===== config.mk =====
export PLATFORM = sky130hd
export DESIGN_NAME = psum_temp_rf
export DESIGN_NICKNAME = d
export VERILOG_FILES = /design/src/rtl/psum_temp_rf.sv
export SDC_FILE = /design/constraint.sdc
export NUM_CORES = 2
export LEC_CHECK = 0
export BUFFER_PORTS_ARGS = -buffer_cell sky130_fd_sc_hd__buf_2
export CORE_MARGIN = 3
export CORE_UTILIZATION = 50
export CTS_CLUSTER_DIAMETER = 100
export DETAILED_ROUTE_END_ITERATION = 7
export PLACE_DENSITY = 0.74
export SLEW_MARGIN = 20
export SYNTH_ARGS = -nofsm -noshare
export SYNTH_HDL_FRONTEND = slang
export SYNTH_SLANG_ARGS = --single-unit

===== constraint.sdc =====
create_clock -name clk -period 11.5 [get_ports clk]
set_input_delay 0 -clock clk [delete_from_list [all_inputs] [get_ports clk]]
set_output_delay 0 -clock clk [all_outputs]
set_load 0.02 [all_outputs]

===== src/rtl/psum_temp_rf.sv =====
// psum_temp_rf: multi-channel partial-sum temporary register file.
// Load / saturating-accumulate writes, registered reads, handshaked drain.
//
// Ports:
//   clk, rst_n          clock, async active-low reset
//   clr                 sync clear of all state (highest priority)
//   wr_en/wr_mode/      write strobe, 0=load 1=accumulate,
//   wr_addr/wr_data     entry and channel data (ch c at [c*DATA_W +: DATA_W])
//   rd_en/rd_addr       read strobe and entry
//   rd_data/rd_valid    registered read data, one-cycle valid pulse
//   drain_start         start streaming all entries out
//   out_data/out_valid  drain stream, out_ready accepts and zeroes entry
//   drain_done          one-cycle pulse after the last entry
//   busy                high while not IDLE
//   sat_flag            sticky per-channel saturation indicator
//
// Build option: define PSUM_CG_EN to clock each entry through a
// latch-based clock gate instead of enable muxes on a free clock.

module psum_temp_rf #(
    parameter int NUM_CH = 10,
    parameter int DATA_W = 20,
    parameter int DEPTH  = 4,
    parameter int ADDR_W = $clog2(DEPTH)
) (
    input  logic                     clk,
    input  logic                     rst_n,
    input  logic                     clr,
    input  logic                     wr_en,
    input  logic                     wr_mode,
    input  logic [ADDR_W-1:0]        wr_addr,
    input  logic [NUM_CH*DATA_W-1:0] wr_data,
    input  logic                     rd_en,
    input  logic [ADDR_W-1:0]        rd_addr,
    output logic [NUM_CH*DATA_W-1:0] rd_data,
    output logic                     rd_valid,
    input  logic                     drain_start,
    output logic [NUM_CH*DATA_W-1:0] out_data,
    output logic                     out_valid,
    input  logic                     out_ready,
    output logic                     drain_done,
    output logic                     busy,
    output logic [NUM_CH-1:0]        sat_flag
);

    localparam int EW    = NUM_CH * DATA_W;
    localparam int AROWS = 2 ** ADDR_W;

    localparam logic [DATA_W-1:0] S_MAX = {1'b0, {(DATA_W-1){1'b1}}};
    localparam logic [DATA_W-1:0] S_MIN = {1'b1, {(DATA_W-1){1'b0}}};

    typedef enum logic [1:0] {
        IDLE  = 2'd0,
        DRAIN = 2'd1,
        DONE  = 2'd2
    } state_t;

    state_t state_q, state_d;
    logic [ADDR_W-1:0] ptr_q, ptr_d;
    logic [EW-1:0] rd_data_q, rd_data_d;
    logic rd_valid_q, rd_valid_d;
    logic [NUM_CH-1:0] sat_q, sat_d;

    logic [EW-1:0] mem_q [DEPTH];
    logic [EW-1:0] mem_d [DEPTH];

    // Address-space view of storage: rows beyond DEPTH read as zero,
    // so out-of-range reads need no extra masking.
    logic [EW-1:0] row [AROWS];

    for (genvar i = 0; i < AROWS; i++) begin : g_row
        if (i < DEPTH) begin : g_real
            assign row[i] = mem_q[i];
        end else begin : g_pad
            assign row[i] = '0;
        end
    end

    // Saturating per-channel sum of the addressed entry and wr_data.
    logic [EW-1:0]     acc_src;
    logic [EW-1:0]     acc_word;
    logic [NUM_CH-1:0] acc_clamp;

    always_comb begin
        logic [DATA_W:0] sum;
        sum       = '0;
        acc_src   = row[wr_addr];
        acc_word  = '0;
        acc_clamp = '0;
        for (int c = 0; c < NUM_CH; c++) begin
            sum = {acc_src[c*DATA_W+DATA_W-1], acc_src[c*DATA_W +: DATA_W]}
                + {wr_data[c*DATA_W+DATA_W-1], wr_data[c*DATA_W +: DATA_W]};
            // Top two bits disagree only when the true sum left range.
            if (sum[DATA_W] != sum[DATA_W-1]) begin
                acc_clamp[c] = 1'b1;
                acc_word[c*DATA_W +: DATA_W] = sum[DATA_W] ? S_MIN : S_MAX;
            end else begin
                acc_word[c*DATA_W +: DATA_W] = sum[DATA_W-1:0];
            end
        end
    end

    always_comb begin
        state_d    = state_q;
        ptr_d      = ptr_q;
        rd_data_d  = rd_data_q;
        rd_valid_d = 1'b0;
        sat_d      = sat_q;
        for (int i = 0; i < DEPTH; i++) begin
            mem_d[i] = mem_q[i];
        end

        if (clr) begin
            state_d   = IDLE;
            ptr_d     = '0;
            rd_data_d = '0;
            sat_d     = '0;
            for (int i = 0; i < DEPTH; i++) begin
                mem_d[i] = '0;
            end
        end else begin
            unique case (state_q)
                IDLE: begin
                    // Read sees mem_q, i.e. the pre-write value.
                    if (rd_en) begin
                        rd_valid_d = 1'b1;
                        rd_data_d  = row[rd_addr];
                    end
                    if (wr_en) begin
                        // Out-of-range addresses match no entry.
                        for (int i = 0; i < DEPTH; i++) begin
                            if (wr_addr == ADDR_W'(i)) begin
                                mem_d[i] = wr_mode ? acc_word : wr_data;
                                if (wr_mode) begin
                                    sat_d = sat_q | acc_clamp;
                                end
                            end
                        end
                    end
                    if (drain_start) begin
                        state_d = DRAIN;
                        ptr_d   = '0;
                    end
                end
                DRAIN: begin
                    if (out_ready) begin
                        for (int i = 0; i < DEPTH; i++) begin
                            if (ptr_q == ADDR_W'(i)) begin
                                mem_d[i] = '0;
                            end
                        end
                        if (ptr_q == ADDR_W'(DEPTH - 1)) begin
                            state_d = DONE;
                        end else begin
                            ptr_d = ptr_q + 1'b1;
                        end
                    end
                end
                DONE: begin
                    state_d = IDLE;
                end
                default: begin
                    state_d = IDLE;
                end
            endcase
        end
    end

    always_ff @(posedge clk or negedge rst_n) begin
        if (!rst_n) begin
            state_q    <= IDLE;
            ptr_q      <= '0;
            rd_data_q  <= '0;
            rd_valid_q <= 1'b0;
            sat_q      <= '0;
        end else begin
            state_q    <= state_d;
            ptr_q      <= ptr_d;
            rd_data_q  <= rd_data_d;
            rd_valid_q <= rd_valid_d;
            sat_q      <= sat_d;
        end
    end

`ifdef PSUM_CG_EN
    logic first_q;
    logic [DEPTH-1:0] ent_en;
    logic [DEPTH-1:0] en_lat;
    logic [DEPTH-1:0] gclk;

    always_ff @(posedge clk or negedge rst_n) begin
        if (!rst_n) begin
            first_q <= 1'b1;
        end else begin
            first_q <= 1'b0;
        end
    end

    // Gate opens only when an entry can actually change.
    always_comb begin
        ent_en = '0;
        for (int i = 0; i < DEPTH; i++) begin
            ent_en[i] = clr | first_q
                | (state_q == IDLE && wr_en && wr_addr == ADDR_W'(i))
                | (state_q == DRAIN && out_ready && ptr_q == ADDR_W'(i));
        end
    end

    for (genvar i = 0; i < DEPTH; i++) begin : g_cg
        logic [EW-1:0] ent_q;

        // Enable captured while clk is low, so gclk never glitches.
        always_latch begin
            if (!clk) begin
                en_lat[i] = ent_en[i];
            end
        end

        assign gclk[i] = clk & en_lat[i];

        always_ff @(posedge gclk[i] or negedge rst_n) begin
            if (!rst_n) begin
                ent_q <= '0;
            end else begin
                ent_q <= mem_d[i];
            end
        end

        assign mem_q[i] = ent_q;
    end
`else
    always_ff @(posedge clk or negedge rst_n) begin
        if (!rst_n) begin
            for (int i = 0; i < DEPTH; i++) begin
                mem_q[i] <= '0;
            end
        end else begin
            for (int i = 0; i < DEPTH; i++) begin
                mem_q[i] <= mem_d[i];
            end
        end
    end
`endif

    assign rd_data    = rd_data_q;
    assign rd_valid   = rd_valid_q;
    assign out_data   = row[ptr_q];
    assign out_valid  = (state_q == DRAIN);
    assign drain_done = (state_q == DONE);
    assign busy       = (state_q != IDLE);
    assign sat_flag   = sat_q;

endmodule

-- Yosys cells after proc, flatten, opt, wreduce, memory -nomap -nowiden
Index checks and enable logic that the tools add are counted.
- $add $sub $neg: 11
- $lt $le $gt $ge: 3
- equal/unequal tests: 30
- multiplexer cells: 79
- bitwise operators: 4
- reduce and logical (&&, ||, !) cells: 16
- operator list (cell ; number):
    two-way mux 200 bit ; 18
    two-way mux 800 bit ; 3
    one-hot mux 800 bit (2 select lines) ; 1
    binary-select mux 200 bit (select 2 bit) ; 3
    two-way mux 20 bit ; 20
    adder 20 x 20 -> 21 bit ; 10
    two-way mux 10 bit ; 11
    != test 3 bit (second input constant) ; 7
    AND reduction 5 bit ; 4
    two-way mux 2 bit ; 8
    != test 3 x 2 -> 1 bit (second input constant) ; 5
    two-way mux 1 bit ; 13
    equality test 2 bit (second input constant) ; 5
    != test 1 bit ; 10
    OR 10 bit ; 1
    greater-or-equal comparator 3 bit (second input constant) ; 3
    inverter 2 -> 3 bit ; 3
    one-hot mux 2 bit (2 select lines) ; 2
    nonzero test 2 bit ; 4
    equality test 2 x 1 -> 1 bit (second input constant) ; 3
    zero test 2 bit ; 3
    AND reduction 2 bit ; 2
    AND reduction 4 bit ; 1
    AND reduction 3 bit ; 1
    2 further kinds ; 2
- register bits after elaboration: 1015
- input port bits: 212
- output and inout bits: 414

-- Longest topological paths before layout
- word-level depth: 19
- mapped depth: 18
- gate-level depth less buffers: 13

-- Worst setup path after synthesis
Ideal clock, no wire load.
- path type: input port to flip-flop
- start: input port wr_addr[0]
- end: register mem_q[237] (netlist bit)
- arrival: 4.244 ns
- required time: 11.375 ns
- path slack: 7.131 ns
- stages: 14
- buffers on the path: 3
- cells stage by stage: clkbuf_1 clkbuf_1 buf_1 mux4_2 ha_1 a21o_1 a21o_1 a21o_1 a211o_1 or4_4 a211oi_4 nand2_4 o2111a_2 mux2_4
- cells in the longest elaborated chain, start to end: 12
- ends and longest elaborated chain (item ; RTL line ; source):
    start, declared ; 31 ; input logic [ADDR_W-1:0] wr_addr,
    inverter 2 -> 3 bit (implied by the code) ; 87 ; acc_src = row[wr_addr];
    binary-select mux 200 bit (select 2 bit) ; 87 ;
    two-way mux 200 bit (implied by the code) (2 in a row) ; 87 ;
    adder 20 x 20 -> 21 bit ; 92 ; + {wr_data[c*DATA_W+DATA_W-1], wr_data[c*DATA_W +: DATA_W]};
    two-way mux 20 bit or != test 1 bit (tied branches) ; 96, 94 ;
    two-way mux 20 bit ; 94 ; if (sum[DATA_W] != sum[DATA_W-1]) begin
    two-way mux 200 bit ; 133 ; mem_d[i] = wr_mode ? acc_word : wr_data;
    two-way mux 200 bit ; 132 ; if (wr_addr == ADDR_W'(i)) begin
    two-way mux 800 bit ; 129 ; if (wr_en) begin
    one-hot mux 800 bit (2 select lines) ; 122 ; unique case (state_q)
    two-way mux 800 bit ; 113 ; if (clr) begin
    end signal, assigned by index ; 239 ; mem_q[i] <= mem_d[i];
    end, declared ; 64 ; logic [EW-1:0] mem_q [DEPTH];
Several ways; a longest one is shown, not always the timed one. The select of a mux whose other input is x is not followed.
A chain may end at the register's enable or synchronous reset.

-- Worst setup path in the final report
- start: register ptr_q[1]
- end: register mem_q[91] (netlist bit)
- cells in the longest elaborated chain, start to end: 3
- ends and longest elaborated chain (item ; RTL line ; source):
    start, declared ; 59 ; logic [ADDR_W-1:0] ptr_q, ptr_d;
    start signal, assigned ; 178 ; ptr_q <= ptr_d;
    equality test 2 bit ; 148 ; if (ptr_q == ADDR_W'(i)) begin
    != test 3 x 2 -> 1 bit (no source line) ; - ;
    AND reduction 5 bit (no source line) ; - ;
No other way between the ends.

==> metrics.log <==
[metrics] fin util: 59.0%
[metrics] cts bufs inserted: 113
[metrics] launching instance or port of the critical path: ptr_q[1]
[metrics] total count of hold-check failures in the final report: 0
[metrics] CP required: 12170 ps
[metrics] power density cells: 199 mW/mm²
[metrics] sinks on the clock net: 1015
[metrics] number of buffers inserted by post-CTS setup repair: 0
[metrics] clock tree from TritonCTS: yes
[metrics] number of max-capacitance violations reported: 0
[metrics] final clock period utilization by the worst path: 46.0%
[metrics] post-synthesis share of cell area spent on and, or, nand and nor gates: 7.62%
[metrics] Worst Tran Pin Value: 1210 ps
[metrics] final critical delay including setup and external delays: 5280 ps
[metrics] cell count after synthesis: 5443
[metrics] Total Die Area: 0.132 mm²
[metrics] vias per std cell: 6.84
[metrics] unrepaired setup endpoints after global routing: no
[metrics] count of standard-cell rows: 130
[metrics] max-slew headroom at the worst pin: 19.0%
[metrics] TritonRoute pass-1 iters: 6
[metrics] static leakage: 0.0333 µW
[metrics] maximum buffer depth of the clock tree: 3
[metrics] hold_sp: wr_en
[metrics] first-pass GRT wire length: 335000 µm
[metrics] critical path class: flop to flop
[metrics] Async S/R FF share, synth: 100%
[metrics] Overall Global Routing Usage: 33.1%
[metrics] Synth-to-Final Area Change: 16.6%
[metrics] # port buffers: 625
[metrics] die extent in y: 363 µm
[metrics] placed wire-length estimate: 144000 µm
[metrics] worst hold path class: input port to flop
[metrics] final estimated routing congestion in global placement: 0.959
[metrics] number of routed nets with antenna violations: 0
[metrics] Synth Register Bits: 1015
[metrics] clock root cell: clkbuf_16
[metrics] Seq/Total Area, Yosys: 39.8%
[metrics] most common cell in the netlist: dfrtp_1
[metrics] final count of pins violating max slew: 0
[metrics] Post-Synth XOR/XNOR Area: 1.95%
[metrics] clock-pin slew on the worst setup and hold paths: 60 ps
[metrics] number of DRC violations after detailed routing: 0
[metrics] Synth Area per Inst: 11.7 µm²
[metrics] number of enable-type register cells in the synthesized netlist: 0
[metrics] Fin Setup TNS: 0 ps
[metrics] layout net count: 6488
[metrics] Avg WL per Cell: 28.1 µm
[metrics] combinational family with the most area after synthesis: multiplexers
[metrics] vias in the first global route: 53500
[metrics] critical path fanouts, max: 118
[metrics] Placeable Area: 0.126 mm²
[metrics] Chip Width: 363 µm
[metrics] post-synth top area share: 39.8%
[metrics] Worst-Skew Late Latency: 750 ps
[metrics] total setup violations reported at the end of the flow: 0
[metrics] initial cell density of the core: 50.5%
[metrics] cell type with the largest total area after synthesis: dfrtp_1
[metrics] startpoint class of the critical path: flop
[metrics] number of DRC markers after the initial detailed-route iteration: 6138
[metrics] total of warnings raised by yosys: 0
[metrics] Ports: 626
[metrics] top post-synthesis cells by area: dfrtp_1, mux4_2, a22o_1
[metrics] detailed-route wire length: 220000 µm
[metrics] final setup skew: 18.9 ps
[metrics] VDD IR max: 0.000137 V
[metrics] Primary FF master, synth: dfrtp_1
[metrics] vias after detailed routing: 53500
[metrics] maximum number of pins on one net before global-route repair: 181
[metrics] share of the synthesized area in compound gates (AO/OA/AOI/OAI): 18.2%
[metrics] kind of capture point of the worst setup path: flop
[metrics] result of the run: complete, no violations
[metrics] post-synthesis share of cell area spent on full adders, half adders and majority gates: 4.68%
[metrics] Post-Synthesis Net Count: 5869
[metrics] Mapped Area: 0.0638 mm²
[metrics] Remaining Overflow, GRT: 0
[metrics] most common library cells after synthesis: dfrtp_1, mux4_2, nand2_1
[metrics] number of antenna violations at the first check in global routing: 23
[metrics] proportion of synthesized area in mux cells: 24.8%
[metrics] Synth cell types: 93
[metrics] launching point of the worst reg2reg path: ptr_q[1]
[metrics] proportion of layout cells with a drive suffix above 1: 28.7%
[metrics] achievable frequency: 189 MHz
[metrics] data arrival time of the critical path: 5950 ps
[metrics] H-tree level count: 3
[sequential cells by signal, summed over array words and instances (netlist names)]
register / flops
ptr_q: 2
sat_flag: 10
state_q: 2
rd_valid: 1
mem_q: 800
rd_data: 200
[critical path, cell delays in order, from the launching register on]
cell and delay, ps:
dfrtp_4 920, buf_12 740, ha_1 300, nand2_1 100, a22oi_1 370, and2_4 700
nand2_1 640, nor2_1 1080, a32o_1 280
[stage by stage]
stage / area (µm²) / hold slack [ps] / std cells / worst slack [ps] / total power (µW)
after floorplan: 63800 / -296 / 5443 / 7130 / 9010
after global placement: 68300 / 52.3 / 7388 / 6000 / 10600
after detailed placement: 68300 / 63.6 / 7388 / 5890 / 10800
after CTS: 74300 / 28.9 / 7807 / 6090 / 14700
after global routing: 74400 / 102 / 7813 / 6160 / 15500
final: 74400 / 94.8 / 7826 / 6220 / 14800
[layer usage]
| layer | part of all wire (%) | GRT usage [%] |
|---|---|---|
| met1 | 39 | 45.1 |
| met2 | 45 | 50.9 |
| met3 | 11 | 8.18 |
| met4 | 4.5 | 14.0 |
| met5 | 0.038 | 0 |
[placed cells by master, fill, tap and decap left out, types with 107 or more instances in the layout]
cell type / netlist / routed
a21oi_1: 271 / 270
dfrtp_1: 1015 / 1013
mux4_2: 600 / 600
clkbuf_16: 0 / 113
mux2_2: 190 / 190
a22o_1: 355 / 355
nand2_1: 509 / 507
a21o_1: 107 / 107
nor2_1: 279 / 271
ha_1: 204 / 204
o21ai_0: 404 / 404
dlygate4sd3_1: 0 / 207
buf_2: 11 / 619
[cells by family (layout without fill, tap and decap cells)]
| group | count (synthesis) | count (layout) |
|---|---|---|
| compound gates | 1653 | 1653 |
| xor+xnor | 142 | 142 |
| fa+ha+maj | 237 | 237 |
| buf+inv | 499 | 1214 |
| flops | 1015 | 1015 |
| mux | 803 | 803 |
| other cells | 0 | 18 |
| simple gates | 1094 | 1094 |
[cell type report]
class	count	area [µm²]
Inverter	97	364
Antenna cell	18	45.0
Clock inverter	56	729
Tap cell	1650	2060
Multi-Input combinational cell	3929	36600
Timing Repair Buffer	906	5930
Clock buffer	155	3230
Sequential cell	1015	25400
Fill cell	10100	51800
[where the power goes]
part | total (µW) | switching, µW | leakage, µW | internal [µW]
Combinational | 5850 | 3280 | 0.0179 | 2570
Sequential | 5050 | 725 | 0.0135 | 4320
Clock | 3880 | 1620 | 0.00193 | 2260
[path summary, 6_finish.rpt]
path / to / slack [ps] / cells past startpoint
min: sat_flag[4] / 90 / 5
min in group asynchronous: rd_data[55] / 410 / 4
max in group asynchronous: mem_q[116] / 8500 / 6
max: mem_q[91] / 6220 / 8
min reg2reg: rd_data[43] / 500 / 1
max reg2reg: mem_q[91] / 6220 / 8
[what timing repair did]
| action | in CTS | in global routing |
|---|---|---|
| endpoints found under the hold margin | 939 | 0 |
| resized for setup | 0 | 0 |
| hold buffers | 208 | 0 |
(Power assumes the default switching activity.)
